$ cat config.mk
export PLATFORM = sky130hd
export DESIGN_NAME = ftrans_rot
export DESIGN_NICKNAME = d
export VERILOG_FILES = /design/src/rtl/ftrans_rot_pkg.sv /design/src/rtl/ftrans_neg_sat.sv /design/src/rtl/ftrans_rot.sv
export SDC_FILE = /design/constraint.sdc
export NUM_CORES = 1
export LEC_CHECK = 0
export ABC_AREA = 1
export BUFFER_PORTS_ARGS = -buffer_cell sky130_fd_sc_hd__buf_2
export CAP_MARGIN = 15
export CORE_MARGIN = 2
export CORE_UTILIZATION = 28
export CTS_CLUSTER_SIZE = 10
export DETAILED_ROUTE_END_ITERATION = 10
export GPL_TIMING_DRIVEN = 0
export PLACE_DENSITY = 0.49
export SYNTH_ARGS = -nofsm -noshare
export SYNTH_HDL_FRONTEND = slang
export SYNTH_SLANG_ARGS = --single-unit
$ cat constraint.sdc
create_clock -name iclk -period 3.5 [get_ports iclk]
set_clock_uncertainty 0.05 [all_clocks]
set_input_delay 0.7 -clock iclk [delete_from_list [all_inputs] [get_ports iclk]]
set_output_delay 0.7 -clock iclk [all_outputs]
set_load 0.01 [all_outputs]
$ cat src/rtl/ftrans_rot_pkg.sv
// Shared definitions for the ftrans_rot rotation stage: mode encoding,
// complex-sample field helpers and the simulation delay constant.
package ftrans_rot_pkg;

  typedef enum logic {
    MODE_FFT  = 1'b0,
    MODE_IFFT = 1'b1
  } mode_e;

  localparam int SIM_DLY = 0;

  // Complex samples pack the real part in the upper half, imag in the lower half.
  function automatic int cplx_w(input int dw);
    return 2 * dw;
  endfunction

  function automatic int re_msb(input int dw);
    return 2 * dw - 1;
  endfunction

  function automatic int re_lsb(input int dw);
    return dw;
  endfunction

  function automatic int im_msb(input int dw);
    return dw - 1;
  endfunction

  function automatic int im_lsb(input int dw);
    return 0 * dw;
  endfunction

endpackage

$ cat src/rtl/ftrans_neg_sat.sv
// DW-bit two's-complement negate with optional clamp of the most negative value.
// Build option: FTRANS_ROT_SAT_EN enables the clamp; otherwise the result wraps.
module ftrans_neg_sat #(
  parameter int DW = 16
) (
  input  logic [DW-1:0] din,
  output logic [DW-1:0] dout,
  output logic          clamp
);

`ifdef FTRANS_ROT_SAT_EN
  localparam logic [DW-1:0] MIN_VAL = {1'b1, {(DW-1){1'b0}}};
  localparam logic [DW-1:0] MAX_VAL = {1'b0, {(DW-1){1'b1}}};

  always_comb begin
    clamp = (din == MIN_VAL);
    dout  = clamp ? MAX_VAL : (~din + 1'b1);
  end
`else
  assign dout  = ~din + 1'b1;
  assign clamp = 1'b0;
`endif

endmodule

$ cat src/rtl/ftrans_rot.sv
// Trivial-twiddle (-j for FFT, +j for IFFT) rotation stage between BF-I and BF-II.
// Build option: FTRANS_ROT_SAT_EN selects saturating negation and a live osat flag.
module ftrans_rot
  import ftrans_rot_pkg::*;
#(
  parameter int TOTAL_STG = 7,
  parameter int FFT_STG   = 7,
  parameter int DW        = 16
) (
  input  logic                 iclk,
  input  logic                 irst,
  input  logic [2*DW-1:0]      idata,
  input  logic                 ien,
  input  logic                 isof,
  input  logic                 imode,
  output logic [2*DW-1:0]      odata,
  output logic [TOTAL_STG-1:0] oaddr,
  output logic                 oen,
  output logic                 osof,
  output logic                 oeof,
  output logic                 osat
);

  localparam int AW     = TOTAL_STG;
  localparam int CW     = cplx_w(DW);
  localparam int RE_MSB = re_msb(DW);
  localparam int RE_LSB = re_lsb(DW);
  localparam int IM_MSB = im_msb(DW);
  localparam int IM_LSB = im_lsb(DW);
  localparam int QHI    = FFT_STG - 1;
  localparam int QLO    = FFT_STG - 2;
  localparam int RE     = 1;
  localparam int IM     = 0;

  logic [AW-1:0]        cnt;
  mode_e                mode_reg;
  logic [AW-1:0]        idx;

  logic                 s1_valid;
  logic                 s1_sof;
  logic                 s1_eof;
  logic                 s1_rot;
  mode_e                s1_mode;
  logic [AW-1:0]        s1_idx;
  logic [1:0][DW-1:0]   s1_comp;

  logic [1:0][DW-1:0]   neg_comp;
  logic [1:0]           neg_clamp;
  logic [DW-1:0]        rot_re;
  logic [DW-1:0]        rot_im;
  logic                 rot_clamp;

  // An accepted isof restarts the frame at index 0 regardless of cnt.
  assign idx = isof ? '0 : cnt;

  always_ff @(posedge iclk or posedge irst) begin
    if (irst) begin
      cnt      <= '0;
      mode_reg <= MODE_FFT;
      s1_valid <= 1'b0;
      s1_sof   <= 1'b0;
      s1_eof   <= 1'b0;
      s1_rot   <= 1'b0;
      s1_mode  <= MODE_FFT;
      s1_idx   <= '0;
      s1_comp  <= '0;
    end else begin
      s1_valid <= ien;
      if (ien) begin
        cnt     <= idx + 1'b1;
        s1_idx  <= idx;
        s1_sof  <= isof;
        s1_eof  <= &idx;
        s1_rot  <= &idx[QHI:QLO];
        s1_comp <= {idata[RE_MSB:RE_LSB], idata[IM_MSB:IM_LSB]};
        if (isof) begin
          mode_reg <= mode_e'(imode);
          s1_mode  <= mode_e'(imode);
        end else begin
          s1_mode  <= mode_reg;
        end
      end
    end
  end

  for (genvar gi = 0; gi < 2; gi++) begin : g_neg
    ftrans_neg_sat #(.DW(DW)) u_neg (
      .din   (s1_comp[gi]),
      .dout  (neg_comp[gi]),
      .clamp (neg_clamp[gi])
    );
  end

  always_comb begin
    rot_re    = s1_comp[RE];
    rot_im    = s1_comp[IM];
    rot_clamp = 1'b0;
    if (s1_rot) begin
      if (s1_mode == MODE_FFT) begin
        rot_re    = s1_comp[IM];
        rot_im    = neg_comp[RE];
        rot_clamp = neg_clamp[RE];
      end else begin
        rot_re    = neg_comp[IM];
        rot_im    = s1_comp[RE];
        rot_clamp = neg_clamp[IM];
      end
    end
  end

  // Data and address hold through bubbles; only the strobes drop.
  always_ff @(posedge iclk or posedge irst) begin
    if (irst) begin
      odata <= '0;
      oaddr <= '0;
      oen   <= 1'b0;
      osof  <= 1'b0;
      oeof  <= 1'b0;
    end else begin
      oen  <= s1_valid;
      osof <= s1_valid & s1_sof;
      oeof <= s1_valid & s1_eof;
      if (s1_valid) begin
        odata <= CW'({rot_re, rot_im});
        oaddr <= s1_idx;
      end
    end
  end

`ifdef FTRANS_ROT_SAT_EN
  always_ff @(posedge iclk or posedge irst) begin
    if (irst) begin
      osat <= 1'b0;
    end else if (s1_valid) begin
      osat <= s1_sof ? rot_clamp : (osat | rot_clamp);
    end
  end
`else
  logic unused_clamp;
  assign unused_clamp = rot_clamp;
  assign osat         = 1'b0;
`endif

endmodule

=== Word level (Yosys, flattened, before mapping) ===
Cells that the tools add are included.

* Bits in registers: 93
* Input port bits: 37
* Word-level logic and storage cells: 30

* Multiplexer cells: 6
* $add $sub $neg: 3
* Reduce and logical (&&, ||, !) cells: 3
* Bitwise logic cells: 4

{| class="wikitable"
|+ Operator list
! operator !! number
|-
| 16-bit 2-to-1 mux || 4
|-
| 16-bit by 1-bit adder with 16-bit output, second input constant || 2
|-
| 16-bit NOT || 2
|-
| 7-bit by 1-bit adder with 7-bit output, second input constant || 1
|-
| 7-bit 2-to-1 mux || 1
|-
| 7-bit AND reduction || 1
|-
| 2-bit AND reduction || 2
|-
| 1-bit bitwise AND || 2
|-
| 1-bit 2-to-1 mux || 1
|}

=== Depth between registers and ports, before layout ===
Gate-level depths: netlist of the first run.

* Depth after elaboration: 4
* Depth in mapped cells: 10
* Gate-level depth less buffers: 10

=== Hierarchy ===
From an unflattened synthesis of the first run, not the netlist that was laid out.

* Cell total of the unflattened synthesis: 650
* Area, all modules: 4922.2 µm²

{| class="wikitable"
|+ Modules (own cells, without submodules)
! module !! sequential area each (µm²) !! instances !! cells an instance !! area each (µm²)
|-
| ftrans_rot || 2327.2 || 1 || 484 || 4088.9
|-
| ftrans_neg_sat || 0.0 || 2 || 83 || 416.6
|}

=== Least setup slack after synthesis of the first run ===
OpenSTA, ideal clock, no wires.

* Path kind: input-to-reg
* Start point: input isof
* End point: register cnt[6]
* Buffers on the path: 0
* Stages on the path: 9
* Arrival time: 1.658 ns
* Setup slack: 1.674 ns
* Setup time: 0.118 ns
* Cell sequence: inv_1 > nand2_1 > inv_1 > ha_1 > nand2_1 > nor3_2 > nand2_1 > xnor2_1 > inv_1

* Word-level cells in the longest chain between the ends: 2

{| class="wikitable"
|+ Ends and longest elaborated chain
! item !! line !! RTL
|-
| start, declared || ftrans_rot.sv:14 || <nowiki>input logic isof,</nowiki>
|-
| 7-bit 2-to-1 mux || ftrans_rot.sv:54 || <nowiki>assign idx = isof ? '0 : cnt;</nowiki>
|-
| net idx[0] || ftrans_rot.sv:37 || <nowiki>logic [AW-1:0] idx;</nowiki>
|-
| 7-bit by 1-bit adder with 7-bit output || ftrans_rot.sv:70 || <nowiki>cnt <= idx + 1'b1;</nowiki>
|-
| end signal, assigned || ftrans_rot.sv:70 ||
|-
| end, declared || ftrans_rot.sv:35 || <nowiki>logic [AW-1:0] cnt;</nowiki>
|}

The timed path passes the listed nets, and every way through them passes these cells.
A chain may end at the register's enable or synchronous reset.

=== Worst setup path in the final report of the first run ===
Ends and elaborated chain as after synthesis.

==> metrics, run 1 <==
outcome completed; post-route ant nets 0; Yosys top cell by area dfrtp_1; Placed Cells 902; Layout area overhead 21.37%; CP endpoint kind flip-flop; total power draw 2.672 mW; Slowest cell on crit path nor3_2; CTS tree built; # setup viols final 0; CP arrival 1.99 ns; commonest non-fill, non-tap cell in the layout nand2_1; Skew-Pair Late Insertion Delay 0.36 ns; HPWL Detailed 11240 um; r2r endpoint odata[14]; post-synthesis sequential area ratio 50.57%; max-slew violations 0; area of the multi-input gates 1922 sq um; setup_tns 0 ns; number of synthesized flops with an enable pin 0; die area 17480 sq um; layout cell share with drive strength beyond 1 16.24%; maxcap violations 0; HP Class in2async; post-synth top area share 50.57%; core area 16000 sq um; GRT Resource Usage Total 17.50%; Post-Syn Area 4602 sq um; CP Launch Type input pin; first-pass GRT wire length 23800 um; sw frac 31.73%; Seq pwr share 46.2%; Final Cycle Share 50.87%; Finished Core Util 34.91%; Via Count 4341; Clk network pwr share 36.4%; routability cong. 0.8688; post_cts resized 0; fin crit period 1.780 ns; initial antenna violation count 0; Final Non-Filler Cells 918; CP bufs+invs 4; routed len/inst 16.08 um; DIE HEIGHT 132.2 um; Syn Inst Count 607; Worst-Margin Slew 0.6337 ns; vias in the first global route 4285; # clock sinks 93; First-pass DRT Iterations 5; total gr overflow 0; Async SR Flop Fraction 100.0%; CP required 3.70 ns; Avg Inst Size Synth 7.581 sq um; Critical Path Max Stage Delay 0.21 ns; Comb pwr share 17.4%; CP cell instances buf_2, inv_1, nand2_1, inv_1, ha_1, nand2_1, nor3_2, nand2_1, xnor2_1, inv_1; pin count of the biggest net entering global routing 49; RSZ-0062 raised after global routing false; commonest non-fill, non-tap cells in the layout nand2_1 (187), dfrtp_1 (93), buf_2 (84); H-Tree Depth 3; number of diodes 0; hold bufs inserted after CTS 0; Lkg Pwr 2.780 nW; Fillers 1747; Worst Path Max Fanout 5; final wirelength 14760 um; Net Count, Synth 647; pwr dens 478.5 nW/um^2; DR iter-0 viols 426; Synth Warn # 0; Max Clk Rate 0.5616 GHz; starting density of the core 28.76%; clock transition at the registers of the reported paths 0.07 ns; Sw Pwr 0.8481 mW; CP Class in2reg; crit-path leading delay family simple AND/OR/NAND/NOR gates; Rel. slew slack 57.76%; nets 737; Synth Flop Type dfrtp_1; Final Hold Viols 0; clock root cell clkbuf_16; Num CTS Buffers 9; IO buf count 78; Distinct cells, synth 24; post-synthesis sequential element count 93; row count 46; Post-CTS Setup Inserts 0; Max clock buf depth 2; die width 132.2 um; r2r setup slk 1.77 ns; Reg2Reg Launch Point s1_comp[16]; Worst IR Drop VDD 234.9 uV; DR DRC count 0; register area 2327 sq um; final hold slack 0.3683 ns; Vias per Instance 4.729; top cells by area, synth dfrtp_1 (51%), nand2_1 (15%), o21ai_0 (6.9%); cells on worst reg2reg path 9; Internal 1.824 mW; I/O pins 80
==> cell families after synthesis <==
kind of cell             Yosys count  synth area share [%]
flip-flops                        93                 50.57
AO/OA/AOI/OAI                    118                 13.30
buffers and inverters             89                 7.667
adder cells (fa/ha/maj)            3                0.8157
AND/OR/NAND/NOR                  294                 25.86
other                              1               0.08149
XOR/XNOR                           9                 1.713
==> how the worst max path moves through the flow <==
stage          slack (ns)  from  cells past startpoint         to
2_1_floorplan        0.33  irst                      1     cnt[0]
3_3_place_gp        -0.94  irst                      2  odata[25]
3_5_place_dp         1.37  isof                     10     cnt[6]
4_1_cts              1.74  isof                     10     cnt[6]
5_1_grt              1.52  isof                     10     cnt[6]
6_report             1.72  isof                     10     cnt[6]
==> power groups by stage <==
stage          Sequential, mW  Clock (mW)  Combinational, mW
5_1_grt                  1.25        1.05              0.522
2_1_floorplan            1.26           0              0.266
4_1_cts                  1.23        1.01              0.468
6_report                 1.23       0.974              0.464
3_3_place_gp             1.25           0              0.457
3_5_place_dp             1.25           0              0.466
==> final cells by class <==
class                           count  share of cell area [%]
Clock buffer                        9                   4.032
Timing Repair Buffer               79                   7.482
Tap cell                          216                   4.839
Buffer                             29                   2.285
Multi-Input combinational cell    425                   34.41
Sequential cell                    93                   41.67
Clock inverter                      7                   1.210
Inverter                           60                   4.077
==> registers in the layout, indices dropped and copies added, names as in the netlist <==
signal    count
s1_comp      32
s1_valid      1
s1_idx        7
osof          1
s1_rot        1
odata        32
oaddr         7
s1_eof        1
oeof          1
s1_mode       1
cnt           7
oen           1
s1_sof        1
==> cell usage after synthesis (3+ instances only) <==
cell and count:
nor2_1 57, xor2_1 8, a21oi_1 46, nand3_1 46
dfrtp_1 93, o211ai_1 5, clkbuf_1 18, inv_1 54
nand2_1 187, o21ai_0 63, buf_2 6, buf_1 3
inv_2 6, ha_1 3
==> stage by stage <==
stage | instance area, sq um | setup WS (ns)
2_1_floorplan | 4602 | 0.3297
3_3_place_gp | 5263 | -0.9440
3_5_place_dp | 5293 | 1.366
4_1_cts | 5585 | 1.740
5_1_grt | 5585 | 1.524
6_report | 5585 | 1.720
==> routing by layer <==
metal  global-route usage [%]  vias up  wire length, um
met5                        0        -                0
met4                    5.376        0              243
met3                    3.499       18              815
met2                    28.10      136             6896
met1                    23.88     2063             6807
li1                         -     2124                -
Power figures use the tool's default switching activity.
==> run 2: changes to the inputs <==
Settings changed: ABC_AREA 1 to 0, PLACE_DENSITY 0.49 to 0.5.
Clock period 3.5 ns to 1.4 ns, I/O delays scaled along.
==> run 2 against run 1 <==
Net effect:
- the flow now finishes with violations (setup timing)
- die area shrank 2.6%
- final cell count shrank 17%
- non-clock buffer count increased by 30
- register-to-register slack lost 2.6 ns
- wire length is 9.1% lower
- hold slack worse by 0.35 ns
- largest power group unchanged
- highest routed layer unchanged
==> metrics, run 2 <==
Yosys top cell by area dfrtp_1; commonest non-fill, non-tap cells in the layout dfrtp_1 (85), buf_2 (82), mux2_2 (38); failing checks setup timing; Async SR Flop Fraction 100.0%; nets 584; Worst-Margin Slew 0.6164 ns; # clock sinks 93; Avg Inst Size Synth 10.69 sq um; cells on worst reg2reg path 8; first-pass GRT wire length 20540 um; post-synth top area share 51.96%; routability cong. 0.8344; count leader, synth dfrtp_1; starting density of the core 28.40%; Final Cycle Share 159.1%; Via Count 3607; final instance area 6279 sq um; layout cell share with drive strength beyond 1 48.09%; setup_tns -11.77 ns; Final Hold Viols 0; Post-Syn Area 4479 sq um; Skew-Pair Late Insertion Delay 0.35 ns; Sw Pwr 2.245 mW; CP endpoint kind flip-flop; CP Launch Type flip-flop; CTS tree built; Finished Core Util 39.81%; DR DRC count 0; HPWL Detailed 9201 um; core area 15770 sq um; number of diodes 0; CP Class reg2reg; top cells by area, synth dfrtp_1 (52%), mux2_2 (12%), o21ai_0 (4.2%); post-synthesis sequential area ratio 51.96%; Placed Area 5288 sq um; post-route ant nets 0; Worst Path Max Fanout 5; Vias per Instance 4.715; outcome finished, violations left; post-synthesis sequential element count 93; initial antenna violation count 0; DR iter-0 viols 203; # setup viols final 27; Lkg Pwr 2.755 nW; GRT Resource Usage Total 16.15%; Synth Warn # 0; final hold slack 0.02123 ns; Internal 5.310 mW; Seq pwr share 43.5%; clock root cell clkbuf_16; row count 46; total gr overflow 0; number of synthesized flops with an enable pin 0; RSZ-0062 raised after global routing true; Max Clk Rate 0.4489 GHz; CP required 1.59 ns; die width 130.5 um; Syn Inst Count 419; HP Class in2reg; total power draw 7.554 mW; commonest non-fill, non-tap cell in the layout dfrtp_1; clock transition at the registers of the reported paths 0.07 ns; routed len/inst 17.54 um; Synth Flop Type dfrtp_1; max-slew violations 0; CP arrival 2.41 ns; Num CTS Buffers 9; vias in the first global route 3618; I/O pins 80; final wirelength 13420 um; IO buf count 78; H-Tree Depth 3; Distinct cells, synth 46; DIE HEIGHT 130.5 um; Comb pwr share 22.6%; sw frac 29.71%; Post-synth top cells dfrtp_1 (93), mux2_2 (47), o21ai_0 (38); Clk network pwr share 33.9%; pin count of the biggest net entering global routing 40; Rel. slew slack 58.90%; Max clock buf depth 2; maxcap violations 0; hold path cells 1; Layout area overhead 40.17%; First-pass DRT Iterations 4; Setup WS post-layout -0.8278 ns; Worst IR Drop VDD 630.9 uV; fin crit period 2.228 ns; Net Count, Synth 459; die area 17030 sq um; Top Registers odata (32), s1_comp (32); pwr dens 1203 nW/um^2
run 2: changes by cell type in the layout (fill, tap and decap cells not counted), moves of 14 or more:
cell / before / now
nand2_1: 187 / 20
a21oi_1: 46 / 19
buf_4: 1 / 24
nand3_1: 46 / 3
inv_1: 53 / 19
buf_6: 1 / 15
clkbuf_1: 18 / 4
mux2_2: 0 / 38
nor2_1: 57 / 28
o21ai_0: 63 / 29
run 2: critical path, cell delays in order (launching register included):
cell	delay, ns
dfrtp_1	0.41
inv_2	0.09
ha_4	0.13
or4b_4	0.53
buf_4	0.18
o31ai_4	0.23
xor2_1	0.16
a21oi_1	0.08
mux2_4	0.25
run 2: final timing paths:
| path | from | to | slack, ns |
|---|---|---|---|
| min in group asynchronous | irst | oaddr[3] | 0.48 |
| hold reg to reg | s1_valid | oen | 0.39 |
| hold / removal | ien | s1_valid | 0.02 |
| setup reg to reg | s1_comp[1] | odata[26] | -0.83 |
| max in group asynchronous | irst | s1_comp[8] | 0.22 |
| setup / recovery | s1_comp[1] | odata[26] | -0.83 |
run 2: layer usage:
metal	up-vias	part of all wire, %	track usage, %
li1	1709	-	-
met1	1797	46	22.72
met2	88	47	24.79
met3	13	5.3	3.705
met4	0	1.7	5.131
met5	-	0	0
run 2: area by class of cell:
| class | instances | area [sq um] |
|---|---|---|
| Sequential cell | 93 | 2337 |
| Clock inverter | 6 | 70.07 |
| Clock buffer | 10 | 239.0 |
| Timing Repair Buffer | 115 | 744.5 |
| Buffer | 23 | 161.4 |
| Tap cell | 216 | 270.3 |
| Fill cell | 1598 | 9492 |
| Multi-Input combinational cell | 278 | 2362 |
| Inverter | 24 | 93.84 |
run 2: cell families after synthesis:
family | share of synthesized area (%)
AND/OR/NAND/NOR | 11.37
AO/OA/AOI/OAI | 12.79
flip-flops | 51.96
multiplexers | 12.93
buffers and inverters | 4.749
XOR/XNOR | 5.279
adder cells (fa/ha/maj) | 0.8381
other | 0.08372
run 2: stage by stage:
stage | std cells | setup slack (ns)
6_report | 765 | -0.8278
2_1_floorplan | 419 | -0.6172
4_1_cts | 749 | -0.7420
3_5_place_dp | 715 | -0.8747
5_1_grt | 765 | -0.8838
3_3_place_gp | 713 | -0.8869
run 2: power by group through the flow:
stage	clock [mW]	sequential, mW	combinational (mW)
4_1_cts	2.61	3.28	1.57
2_1_floorplan	0	3.32	0.830
5_1_grt	2.73	3.34	1.86
6_report	2.56	3.29	1.70
3_5_place_dp	0	3.33	1.33
3_3_place_gp	0	3.32	1.30
run 2: timing repair:
item / 4_1_cts / 5_1_grt
setup buffers: 18 / 18
pin swaps: 24 / 39
hold buffers: 1 / 0
setup endpoints to repair: 69 / 55
hold endpoints to repair: 21 / 0
resized for setup: 75 / 48
